==> src/rtl/setting_mode_fsm.sv <==
// Setting-mode controller: long press in standby enters, short press cycles items, long press commits.
// Optional idle-timeout abort is compiled in with `define SETTING_TIMEOUT_EN.
module setting_mode_fsm #(
  parameter int unsigned MODE_WIDTH    = 3,
  parameter int unsigned STAND_CODE    = 0,
  parameter int unsigned NUM_ITEMS     = 4,
  parameter int unsigned HOLD_TICKS    = 3000,
  parameter int unsigned TIMEOUT_TICKS = 10000
) (
  input  logic                         clk,
  input  logic                         rst,
  input  logic [MODE_WIDTH-1:0]        current_mode,
  input  logic                         tick,
  input  logic                         key,
  output logic                         setting_active,
  output logic [$clog2(NUM_ITEMS)-1:0] item_idx,
  output logic                         setting_enter,
  output logic                         item_advance,
  output logic                         setting_commit,
  output logic                         setting_abort
);

  localparam int unsigned IDX_W  = $clog2(NUM_ITEMS);
  localparam int unsigned HOLD_W = $clog2(HOLD_TICKS);

  if (NUM_ITEMS < 2 || HOLD_TICKS < 2 || TIMEOUT_TICKS < 2) begin : g_param_check
    $error("setting_mode_fsm: NUM_ITEMS, HOLD_TICKS and TIMEOUT_TICKS must be >= 2");
  end

  typedef enum logic [2:0] {
    S_IDLE,
    S_ARMED,
    S_SETTING,
    S_HELD,
    S_WAIT_REL
  } state_t;

  state_t            state, state_nxt;
  logic              key_q;
  logic [HOLD_W-1:0] hold_cnt, hold_nxt;
  logic              post_commit, post_commit_nxt;
  logic [IDX_W-1:0]  item_nxt;
  logic              active_nxt;
  logic              enter_nxt, advance_nxt, commit_nxt, abort_nxt;

  logic key_rise, stand, hold_done;

`ifdef SETTING_TIMEOUT_EN
  localparam int unsigned IDLE_W = $clog2(TIMEOUT_TICKS);
  logic [IDLE_W-1:0] idle_cnt, idle_nxt;
  logic              idle_done;
  assign idle_done = (idle_cnt == IDLE_W'(TIMEOUT_TICKS - 1));
`endif

  assign key_rise  = key & ~key_q;
  assign stand     = (current_mode == MODE_WIDTH'(STAND_CODE));
  assign hold_done = (hold_cnt == HOLD_W'(HOLD_TICKS - 1));

  // State, counters and registered outputs
  always_ff @(posedge clk) begin
    if (rst) begin
      state          <= S_IDLE;
      key_q          <= 1'b0;
      hold_cnt       <= '0;
      post_commit    <= 1'b0;
      setting_active <= 1'b0;
      item_idx       <= '0;
      setting_enter  <= 1'b0;
      item_advance   <= 1'b0;
      setting_commit <= 1'b0;
      setting_abort  <= 1'b0;
`ifdef SETTING_TIMEOUT_EN
      idle_cnt       <= '0;
`endif
    end else begin
      state          <= state_nxt;
      key_q          <= key;
      hold_cnt       <= hold_nxt;
      post_commit    <= post_commit_nxt;
      setting_active <= active_nxt;
      item_idx       <= item_nxt;
      setting_enter  <= enter_nxt;
      item_advance   <= advance_nxt;
      setting_commit <= commit_nxt;
      setting_abort  <= abort_nxt;
`ifdef SETTING_TIMEOUT_EN
      idle_cnt       <= idle_nxt;
`endif
    end
  end

  // Next-state and next-output logic
  always_comb begin
    state_nxt       = state;
    hold_nxt        = hold_cnt;
    post_commit_nxt = post_commit;
    active_nxt      = setting_active;
    item_nxt        = item_idx;
    enter_nxt       = 1'b0;
    advance_nxt     = 1'b0;
    commit_nxt      = 1'b0;
    abort_nxt       = 1'b0;
`ifdef SETTING_TIMEOUT_EN
    idle_nxt        = idle_cnt;
`endif

    case (state)
      S_IDLE: begin
        if (key_rise && stand) begin
          state_nxt = S_ARMED;
          hold_nxt  = '0;
        end
      end

      S_ARMED: begin
        if (!key || !stand) begin
          state_nxt = S_IDLE;
        end else if (tick) begin
          if (hold_done) begin
            enter_nxt       = 1'b1;
            active_nxt      = 1'b1;
            item_nxt        = '0;
            post_commit_nxt = 1'b0;
            state_nxt       = S_WAIT_REL;
          end else begin
            hold_nxt = hold_cnt + HOLD_W'(1);
          end
        end
      end

      // After a commit the mode no longer matters; only the release is awaited
      S_WAIT_REL: begin
        if (post_commit) begin
          if (!key) state_nxt = S_IDLE;
        end else if (!stand) begin
          abort_nxt = 1'b1;
        end else if (!key) begin
          state_nxt = S_SETTING;
`ifdef SETTING_TIMEOUT_EN
          idle_nxt  = '0;
`endif
        end
      end

      S_SETTING: begin
        if (!stand) begin
          abort_nxt = 1'b1;
        end else if (key_rise) begin
          state_nxt = S_HELD;
          hold_nxt  = '0;
`ifdef SETTING_TIMEOUT_EN
          idle_nxt  = '0;
`endif
        end
`ifdef SETTING_TIMEOUT_EN
        else if (tick && !key) begin
          if (idle_done) abort_nxt = 1'b1;
          else           idle_nxt  = idle_cnt + IDLE_W'(1);
        end
`endif
      end

      // Release beats the final hold tick; a mode change beats both
      S_HELD: begin
        if (!stand) begin
          abort_nxt = 1'b1;
        end else if (!key) begin
          advance_nxt = 1'b1;
          item_nxt    = (item_idx == IDX_W'(NUM_ITEMS - 1)) ? '0 : item_idx + IDX_W'(1);
          state_nxt   = S_SETTING;
`ifdef SETTING_TIMEOUT_EN
          idle_nxt    = '0;
`endif
        end else if (tick) begin
          if (hold_done) begin
            commit_nxt      = 1'b1;
            active_nxt      = 1'b0;
            post_commit_nxt = 1'b1;
            state_nxt       = S_WAIT_REL;
          end else begin
            hold_nxt = hold_cnt + HOLD_W'(1);
          end
        end
      end

      default: state_nxt = S_IDLE;
    endcase

    if (abort_nxt) begin
      active_nxt = 1'b0;
      state_nxt  = S_IDLE;
    end
  end

endmodule

==> config.mk <==
export PLATFORM = sky130hd
export DESIGN_NAME = setting_mode_fsm
export DESIGN_NICKNAME = d
export VERILOG_FILES = /design/src/rtl/setting_mode_fsm.sv
export SDC_FILE = /design/constraint.sdc
export NUM_CORES = 1
export LEC_CHECK = 0
export BUFFER_PORTS_ARGS = -buffer_cell sky130_fd_sc_hd__buf_2
export CAP_MARGIN = 10
export CORE_UTILIZATION = 40
export CTS_CLUSTER_SIZE = 10
export DETAILED_ROUTE_END_ITERATION = 6
export PLACE_DENSITY = 0.62
export SYNTH_ARGS = -nofsm -noshare
export SYNTH_HDL_FRONTEND = slang
export SYNTH_SLANG_ARGS = --single-unit
==> constraint.sdc <==
create_clock -name clk -period 4.7 [get_ports clk]
set_clock_uncertainty 0.15 [all_clocks]
set_input_delay 0.235 -clock clk [delete_from_list [all_inputs] [get_ports clk]]
set_output_delay 0.235 -clock clk [all_outputs]
set_load 0.1 [all_outputs]
==> results.txt <==
* Number of cells in the finished layout apart from fillers: 221
- Buffers inserted to repair hold after CTS numbered 0.
- Chip width: 61.1 µm
- The net count of the finished layout is 185.
* Violation count after the first detailed-routing iteration: 83
* Vias per Instance: between 5 and 6
* Number of buffers on the longest clock path: 2
* Number of rows created at floorplan: 21
- The final layout contains routed wiring with a total length of 3260 µm.
- Final HPWL DP: 2440 µm
- Part of the Yosys area used for sequential elements: 34.4%
- Kind of critical path: register to register
- After detailed routing, the average wire length per cell comes to between 10 and 15 µm.
- Counting tap cells, the placed design contains a total of 217 instances.
- Largest area contributor in the synthesized netlist: sky130_fd_sc_hd__dfxtp_1
* Worst-margin pin slew: 1.05 ns
- Combinational share of power: just over 7%
- Proportion of synthesized flip-flops having asynchronous set or reset: 0%
* Syn nets: 175
- Clock Latency Late Sink: roughly 0.32 ns
- Setup-violating endpoint count in the final report: 0
- Across the whole layout, storage elements account for between 400 and 500 µm².
- Area taken by multi-input logic gates: 857 µm²
- Via count of the first global-routing pass: 1220
- Maximum ir drop on the vdd rail: around 0.17 mV
- The top cell type by area accounts for 34.4% of the synthesized area.
* Max-cap violation count: 0
* Number of different library cells in the post-synthesis netlist: 48
- Final hold viol count: 0
* Final critical-path share of the clock period: 53.2%
- Placement-stage cell area: between 0.001 and 0.0015 mm²
* Endpoint required time on the critical path: roughly 4.8 ns
- Area growth from synthesis to final layout: 10.0%
* Area of the die: between 0.003 and 0.004 mm²
- Area of the mapped netlist: roughly 0.0014 mm²
* Clock root buffer: sky130_fd_sc_hd__clkbuf_4
- The detail route stage leaves a number of antenna-violating nets equal to 0.
- On the final layout, the worst hold slack is about 0.028 ns.
* Classification of the worst-slack hold path: input port to register
- In the layout the commonest cells are sky130_fd_sc_hd__dfxtp_1, sky130_fd_sc_hd__buf_2, sky130_fd_sc_hd__nand2_1.
- Peak clock frequency supported by timing: about 400 MHz
- The worst setup path is launched from a register.
- In this run, synthesis inferred 0 flip-flops with an integrated enable.
* Starting Density: 41.8%
- The first TritonRoute pass finished after 4 iterations.
- Final cell area excluding filler cells: approximately 0.0015 mm²
- Total of cells resized after clock tree synthesis: 0
- Core region area: ~0.0033 mm²
* Overflow left after global routing: 0
* Pin count of the biggest net entering global routing: 16
- Final-report max-slew violation count: 0
* Clock input transition at the sequential cells of the worst setup and hold paths: 0.15 ns
- Global routing used 19.1% of the available tracks across all layers.
- RSZ-0062 raised after global routing: no
* Post-synthesis cell count: between 150 and 200
- Worst path arrival time: 2.58 ns
- The internal portion of the total power is 300 µW.
- Ranked by total cell area, the synthesized netlist is headed by sky130_fd_sc_hd__dfxtp_1, sky130_fd_sc_hd__nand3_1, sky130_fd_sc_hd__nand4_1, sky130_fd_sc_hd__nand2_1, sky130_fd_sc_hd__o31ai_1.
- For this run, the leading register cell type out of synthesis is sky130_fd_sc_hd__dfxtp_1.
- Sequential cells account for between 50% and 60% of the total power.
* Max-slew headroom: 29.3%
* Total leakage power: 0.511 nW
- Along the worst path, the maximum fanout reaches 13.
* Power per standard cell area: 255 mW/mm²
- Cells fill 46.0% of the core in the end.
- After layout, the minimum clock period comes to 2.50 ns.
- Overall power after layout: 391 µW
* Switching pwr: 90.7 µW
- The first global-routing pass estimated 5330 µm of wire.
- Mean instance size in the synthesized netlist: 8.40 µm²
- Leading cell type in the layout, fill and taps excluded: sky130_fd_sc_hd__dfxtp_1
* Yosys warning count: 0
* Register bit total from synthesis: 24
* Number of buffers created by CTS: 3
- Summed over all failing endpoints, the final setup total negative slack is 0 ns.
- The clock network burns slightly below 40% of the power.
* Kind of end point of the critical path: register
- Switching Fraction: a little under a quarter
* Filler cell count in the final layout: 346
- Outcome: complete, no violations
- Cells with a size suffix above 1 make up 14.9% of the layout.
* Count of vias placed by the detailed router: 1323
* CTS H-tree lvls: 1
* Gp weighted congestion: about 0.84
- 14 I/O pins were placed.
* Number of remaining DRC errors: 0
- Number of clock sinks seen by CTS: 24
- The repair_antennas step left the layout with diodes totalling 0.
- In this run the vertical extent of the chip is 61.1 µm.
- Post-CTS setup repair buffer count: 0
- Timing analysis after detailed placement gives a worst setup slack of 2.23 ns.
* Clock tree from TritonCTS: built
- Final setup slack of the worst path: 2.20 ns
* Number of antenna violations at the first check in global routing: 0
- Input and output buffers added on the ports amount to 13.
-- power groups by stage --
stage	Sequential, mW	Combinational [mW]	Clock, mW
2_1_floorplan	0.213	0.0178	0
3_3_place_gp	0.212	0.0274	0
3_5_place_dp	0.212	0.0279	0
4_1_cts	0.208	0.0280	0.158
5_1_grt	0.208	0.0311	0.167
6_report	0.208	0.0282	0.155
-- synthesized netlist by cell type (all sizes together), types with 2 or more instances --
| cell type | instances |
|---|---|
| a21oi | 8 |
| nor4b | 2 |
| and3 | 3 |
| inv | 6 |
| nor2b | 2 |
| or3 | 2 |
| a31oi | 2 |
| nor4 | 6 |
| mux2i | 4 |
| o21ai | 7 |
| nand3 | 10 |
| o31ai | 6 |
| clkbuf | 4 |
| nand2 | 12 |
| nor2 | 11 |
| or4 | 3 |
| nor3 | 7 |
| nand2b | 7 |
| buf | 4 |
| ha | 2 |
| dfxtp | 24 |
| a211o | 2 |
| nor3b | 3 |
| nand4 | 8 |
| a311oi | 2 |
-- worst paths after layout --
| check | from | end | slack [ns] | depth (start not counted) |
|---|---|---|---|---|
| hold / removal | key | item_advance | 0.03 | 2 |
| setup reg to reg | hold_cnt[0] | hold_cnt[8] | 2.20 | 5 |
| setup / recovery | hold_cnt[0] | hold_cnt[8] | 2.20 | 5 |
| hold reg to reg | hold_cnt[11] | hold_cnt[11] | 0.33 | 2 |
-- layer usage --
| metal | GRT usage [%] | up-vias | share of wire (%) |
|---|---|---|---|
| met5 | 0 | - | 0 |
| met4 | 6.17 | 0 | 1.3 |
| met3 | 3.99 | 8 | 4.0 |
| met2 | 31.8 | 32 | 50 |
| met1 | 24.6 | 627 | 45 |
| li1 | - | 656 | - |
-- sequential cells by signal, summed over array words and instances, names as in the netlist --
name            count
post_commit         1
hold_cnt           12
setting_abort       1
item_idx            2
state               3
setting_commit      1
setting_active      1
key_q               1
setting_enter       1
item_advance        1
-- worst max-delay path, cell delays in order, from the launching register on --
cell	delay, ns
sky130_fd_sc_hd__dfxtp_1	0.43
sky130_fd_sc_hd__ha_1	0.30
sky130_fd_sc_hd__nand4bb_4	0.16
sky130_fd_sc_hd__nor4_2	0.91
sky130_fd_sc_hd__nor4_1	0.13
sky130_fd_sc_hd__o2bb2a_1	0.32
-- area by class of cell --
cell class / instances / area share [%]
clock buffers: 3 / 1.47
clock inverters: 1 / 1.96
inverters: 6 / 1.47
multi-input cells: 128 / 55.8
flip-flops and latches: 24 / 31.3
well taps: 46 / 3.75
repair buffers: 13 / 4.24
-- cell families (layout without fill, tap and decap cells) --
logic type,after synthesis,after routing,synth area share (%)
AND/OR/NAND/NOR,82,82,36.4
AO/OA/AOI/OAI,40,40,20.4
flip-flops,24,24,34.4
buffers and inverters,14,23,4.13
multiplexers,4,4,2.87
adder cells (fa/ha/maj),2,2,1.79
Power figures use the tool's default switching activity.
